`src/rtl/logit_packer.sv`:
```
// logit_packer: gathers NUM_CLASSES fp32 logits from the FC output stream
// into one packed frame and hands it to the argmax stage with valid/ready.
// A frame completes when its NUM_CLASSES-th logit is accepted. An early
// in_last abandons the frame, and a missing in_last on the final logit is
// still delivered. Both cases raise a one-cycle frame_err.
module logit_packer #(
  parameter int NUM_CLASSES = 10,
  parameter int DATA_WIDTH  = 32
) (
  input  logic                              clk,
  input  logic                              rst,
  input  logic [DATA_WIDTH-1:0]             in_data,
  input  logic                              in_valid,
  input  logic                              in_last,
  output logic                              in_ready,
  output logic [NUM_CLASSES*DATA_WIDTH-1:0] out_vec,
  output logic                              out_valid,
  input  logic                              out_ready,
  output logic                              frame_err,
  output logic [15:0]                       frame_cnt
);

  localparam logic [3:0] LAST_IDX = 4'(NUM_CLASSES - 1);

  typedef enum logic {
    FILL = 1'b0,
    HOLD = 1'b1
  } state_t;

  state_t                  state;
  state_t                  state_nxt;
  logic [3:0]              idx;
  logic [DATA_WIDTH-1:0]   slots [NUM_CLASSES];

  logic in_fire;
  logic out_fire;
  logic at_last;
  logic short_frame;
  logic frame_done;
  logic slot_wr;

  assign in_fire     = in_valid & in_ready;
  assign out_fire    = out_valid & out_ready;
  assign at_last     = (idx == LAST_IDX);
  assign short_frame = in_fire & in_last & ~at_last;
  assign frame_done  = in_fire & at_last;
  assign slot_wr     = in_fire & ~short_frame;

  // State register: FILL collects logits, HOLD presents the finished frame.
  always_ff @(posedge clk) begin
    if (rst) state <= FILL;
    else     state <= state_nxt;
  end

  // Next state: leave FILL on the last slot, leave HOLD on consumer accept.
  always_comb begin
    state_nxt = state;
    case (state)
      FILL:    if (frame_done) state_nxt = HOLD;
      HOLD:    if (out_fire)   state_nxt = FILL;
      default: state_nxt = FILL;
    endcase
  end

  // Handshake outputs follow the state. Both are held low during reset so
  // nothing is accepted or offered before the first post-reset cycle.
  always_comb begin
    in_ready  = (state == FILL) & ~rst;
    out_valid = (state == HOLD) & ~rst;
  end

  // Slot index: advances per stored logit, returns to 0 at end or abort.
  always_ff @(posedge clk) begin
    if (rst) begin
      idx <= '0;
    end else if (in_fire) begin
      if (at_last || in_last) idx <= '0;
      else                    idx <= idx + 4'd1;
    end
  end

  // Slot storage: written in FILL only, so the frame stays frozen in HOLD.
  // Slots are never cleared between frames because the next complete frame
  // overwrites every one of them.
  always_ff @(posedge clk) begin
    if (rst) begin
      for (int k = 0; k < NUM_CLASSES; k++) slots[k] <= '0;
    end else if (slot_wr) begin
      slots[idx] <= in_data;
    end
  end

  // Pack slot k into bits [DATA_WIDTH*k +: DATA_WIDTH] of the output bus.
  always_comb begin
    out_vec = '0;
    for (int k = 0; k < NUM_CLASSES; k++)
      out_vec[k*DATA_WIDTH +: DATA_WIDTH] = slots[k];
  end

  // Framing error: registered pulse the cycle after a short frame, or after
  // a full frame whose final logit did not carry in_last.
  always_ff @(posedge clk) begin
    if (rst) frame_err <= 1'b0;
    else     frame_err <= short_frame | (frame_done & ~in_last);
  end

  // Delivered-frame counter, wraps naturally at 16 bits.
  always_ff @(posedge clk) begin
    if (rst)           frame_cnt <= '0;
    else if (out_fire) frame_cnt <= frame_cnt + 16'd1;
  end

endmodule
```
`config.mk`:
```
export PLATFORM = sky130hd
export DESIGN_NAME = logit_packer
export DESIGN_NICKNAME = d
export VERILOG_FILES = /design/src/rtl/logit_packer.sv
export SDC_FILE = /design/constraint.sdc
export NUM_CORES = 1
export LEC_CHECK = 0
export ABC_CLOCK_PERIOD_IN_PS = 4300
export BUFFER_PORTS_ARGS = -buffer_cell sky130_fd_sc_hd__buf_2
export CORE_MARGIN = 3
export CORE_UTILIZATION = 35
export CTS_CLUSTER_SIZE = 14
export DETAILED_ROUTE_END_ITERATION = 10
export PLACE_DENSITY = 0.61
export SYNTH_ARGS = -nofsm -noshare
export SYNTH_HDL_FRONTEND = slang
export SYNTH_SLANG_ARGS = --single-unit
```
`constraint.sdc`:
```
create_clock -name clk -period 4.3 [get_ports clk]
set_input_delay 0.215 -clock clk [delete_from_list [all_inputs] [get_ports clk]]
set_output_delay 0.215 -clock clk [all_outputs]
set_load 0.02 [all_outputs]
```
-- Word level (Yosys, flattened, before mapping)
Memory sizes are Yosys's and may differ from the RTL's.
Cells that the tools add are included.
- bits in registers: 22
- memory bits (writable): 320
- output and inout bits: 339
- memories kept: 1
- $add $sub $neg: 2
- eq/ne operators: 1
- mux-type cells: 12
- bitwise gates (word level): 15
- reductions and logical operators: 2
- memory list (name ; depth ; width ; rd ports ; clocked after memory_dff ; wr ports ; line ; text):
    slots ; 10 ; 32 ; 10 ; 0 ; 10 ; 33 ; logic [DATA_WIDTH-1:0] slots [NUM_CLASSES];
- operators with widths (kind ; count):
    two-way mux 32 bit ; 1
    OR reduction 32 bit ; 1
    adder 16 x 1 -> 16 bit, second input constant ; 1
    AND 1 bit ; 9
    two-way mux 1 bit ; 8
    two-way mux 4 bit ; 2
    NOT 1 bit ; 5
    adder 4 x 1 -> 4 bit, second input constant ; 1
    equality test 4 bit, second input constant ; 1
    case mux 1 bit (2 select lines) ; 1
    logical OR 1 bit ; 1
    bitwise OR 1 bit ; 1

-- Longest topological paths before layout
- depth after elaboration: 12
- depth in mapped cells: 8

-- Worst setup path after synthesis
No wires, ideal clock.
- kind: in2reg
- from: in rst
- to: mem slots[7][0] (enable)
- setup time: 394 ps
- arrival time: 2374 ps
- slack: 1532 ps
- cell stages on the path: 5
- buffers on the path: 1
- cells stage by stage: buf_2 or3b_4 or4b_4 or2_2 nand2b_1
- RTL lines (element ; line ; text):
    start: declaration ; 11 ; input logic rst,
    end: declaration ; 33 ;

==> metrics <==
register area share after synthesis 77.5%; dpl cells 1,627; Top Ports 376; deepest clock path buffer count 3; power density over the cells 445 mW/mm2; Post-synth top cells and2_1 (320), edfxtp_1 (320), clkbuf_1 (26); crit end category register; grt ovf 0; share of the synthesized area in the top cell type 74.1%; RSZ-0062 raised after global routing no; Nets 1,246; Slew headroom 30.1%; overall power 7350 uW; library cells used by synthesis 44; Root Driver clkbuf_16; P_leak 0.00697 uW; Worst-path clk slew 0.06 ns; synth top area cells edfxtp_1 (74%), and2_1 (15%), dfxtp_1 (3.4%); arrival time worst endpoint 3.06 ns; maximum clock rate 0.344 GHz; die area 0.0394 mm2; Slowest cell on crit path or2_2; post-route ant nets 0; top_reg_cell synth edfxtp_1; CTS tree yes; Synth area leader edfxtp_1; first-pass GRT wire length 54,200 um; setup TNS 0 ns; initial antenna violation count 1; drt pass-1 iters 4; clk_lat worst skew 0.54 ns; largest net degree at the start of global routing 39; chip height 199 um; Yosys warning count 0; CTS Sinks 342; crit path kind register to register; Iteration-0 DRC Markers 412; final count of hold timing violations 0; Fillers 3,223; MaxCap Viol Count 0; vias in the first global route 8,134; crit start category register; Layout Cells excl Fill 1,694; Bufs and invs on worst path 1; largest delay contributor family on the critical path simple AND/OR/NAND/NOR gates; Req. time, crit path 4.46 ns; Synthesized Nets 862; Syn Inst Count 822; final slew viol count 0; Yosys reg bits 342; maximum fanout along the worst path 33; I/O Buffers 375; final worst slack 1.39 ns; Final Critical Period 2.91 ns; worst-path cell chain or3b_4 -> or4_4 -> nor2_2 -> buf_4 -> or2_2; Post-synth EDFFs 320; layout cells sized above 1 37.2%; # H-tree levels 2; run status completed; drt wl/cell 22.5 um; P&R area growth vs syn 27.4%; cell area after synthesis 0.0130 mm2; final setup fails 0; Layout Utilization 45.8%; Critical Path Max Stage Delay 0.73 ns; Post-DP HPWL 25,000 um; syn_area_per_cell 15.8 um2; Num CTS Buffers 37; clock skew 0.0242 ns; die width 199 um; std cell rows 69; share of the clock period used by the worst path after layout 67.7%; postcts setup bufs 0; Total GRT Usage 19.0%; actual slew at the worst max-slew pin 1.05 ns; fraction of registers with async set/reset 0%; # DRC 0; HP Class input pin to register; via count 7,980; Initial Util 36.0%; Post-Route WL 38,100 um; GP Congestion 0.763; setup slack at placement 1.13 ns; Via density 4.71; VDD IR-drop max 0.000342 V; core area 0.0361 mm2
[logic make-up (layout without fill, tap and decap cells)]
group | after synthesis | count (layout) | synth area share, %
DFF | 342 | 342 | 77.5
xor gates and xnor gates | 9 | 9 | 0.607
other | 0 | 1 | 0
and+or+nand+nor | 399 | 399 | 19.0
adders and majority gates | 3 | 3 | 0.289
muxes | 2 | 2 | 0.164
AOI/OAI and AO/OA | 22 | 22 | 1.08
buffers and inverters | 45 | 455 | 1.43
[registers in the layout, summed over array words and instances, names as in the netlist]
register / cells
idx: 4
state: 1
frame_err: 1
slots: 320
frame_cnt: 16
[final timing paths]
kind,from,to,slack (ns),depth (start not counted)
hold / removal,in_last,idx[1],0.06,2
setup reg to reg,state,slots[2][8],1.39,5
setup / recovery,state,slots[2][8],1.39,5
hold reg to reg,frame_cnt[14],frame_cnt[14],0.51,2
[per-layer routing]
| metal | vias up | track usage (%) | wire length, um |
|---|---|---|---|
| met3 | 51 | 6.23 | 3470 |
| met2 | 347 | 30.7 | 17800 |
| met1 | 3929 | 24.4 | 16000 |
| li1 | 3653 | - | - |
| met5 | - | 0 | 0 |
| met4 | 0 | 5.78 | 880 |
[layout make-up]
type	instances	area [um2]	share of cell area, %
sequential	342	10000	60.8
multi-input combinational	435	2780	16.8
timing repair buffer	384	1950	11.8
clock buffer	45	977	5.91
tap	461	577	3.49
clock inverter	20	176	1.07
inverter	6	22.5	0.136
antenna	1	2.50	0.0151
[power by group]
| group | switching, uW | total, uW | leakage, uW | internal [uW] |
|---|---|---|---|---|
| Sequential | 37.7 | 3790 | 0.00348 | 3750 |
| Combinational | 378 | 490 | 0.00292 | 112 |
| Clock | 1270 | 3070 | 0.000561 | 1790 |
| Total | 1690 | 7350 | 0.00697 | 5660 |
[cells in the final DEF, fill, tap and decap left out, types with 8 or more instances in the layout]
cell       Yosys  final
a21oi_1        9      8
clkbuf_16      0     38
buf_4          0      8
and2_1       320    320
dfxtp_1       22     22
edfxtp_1     320    320
buf_2          4    375
or2_2          9      9
nor2_1        21     18
clkinv_1       0     10
[through the flow]
stage          hold WS, ns  instance area (um2)
4_1_cts             0.0145                16500
3_5_place_dp         0.500                15400
6_report            0.0568                16500
5_1_grt             0.0471                16500
3_3_place_gp         0.483                15400
2_1_floorplan        0.375                13000
[timing repair]
item | in CTS | in global routing
hold buffers | 1 | 0
resized for setup | 0 | 0
hold endpoints to repair | 1 | 0
No activity file was read; power rests on OpenSTA's default activity.
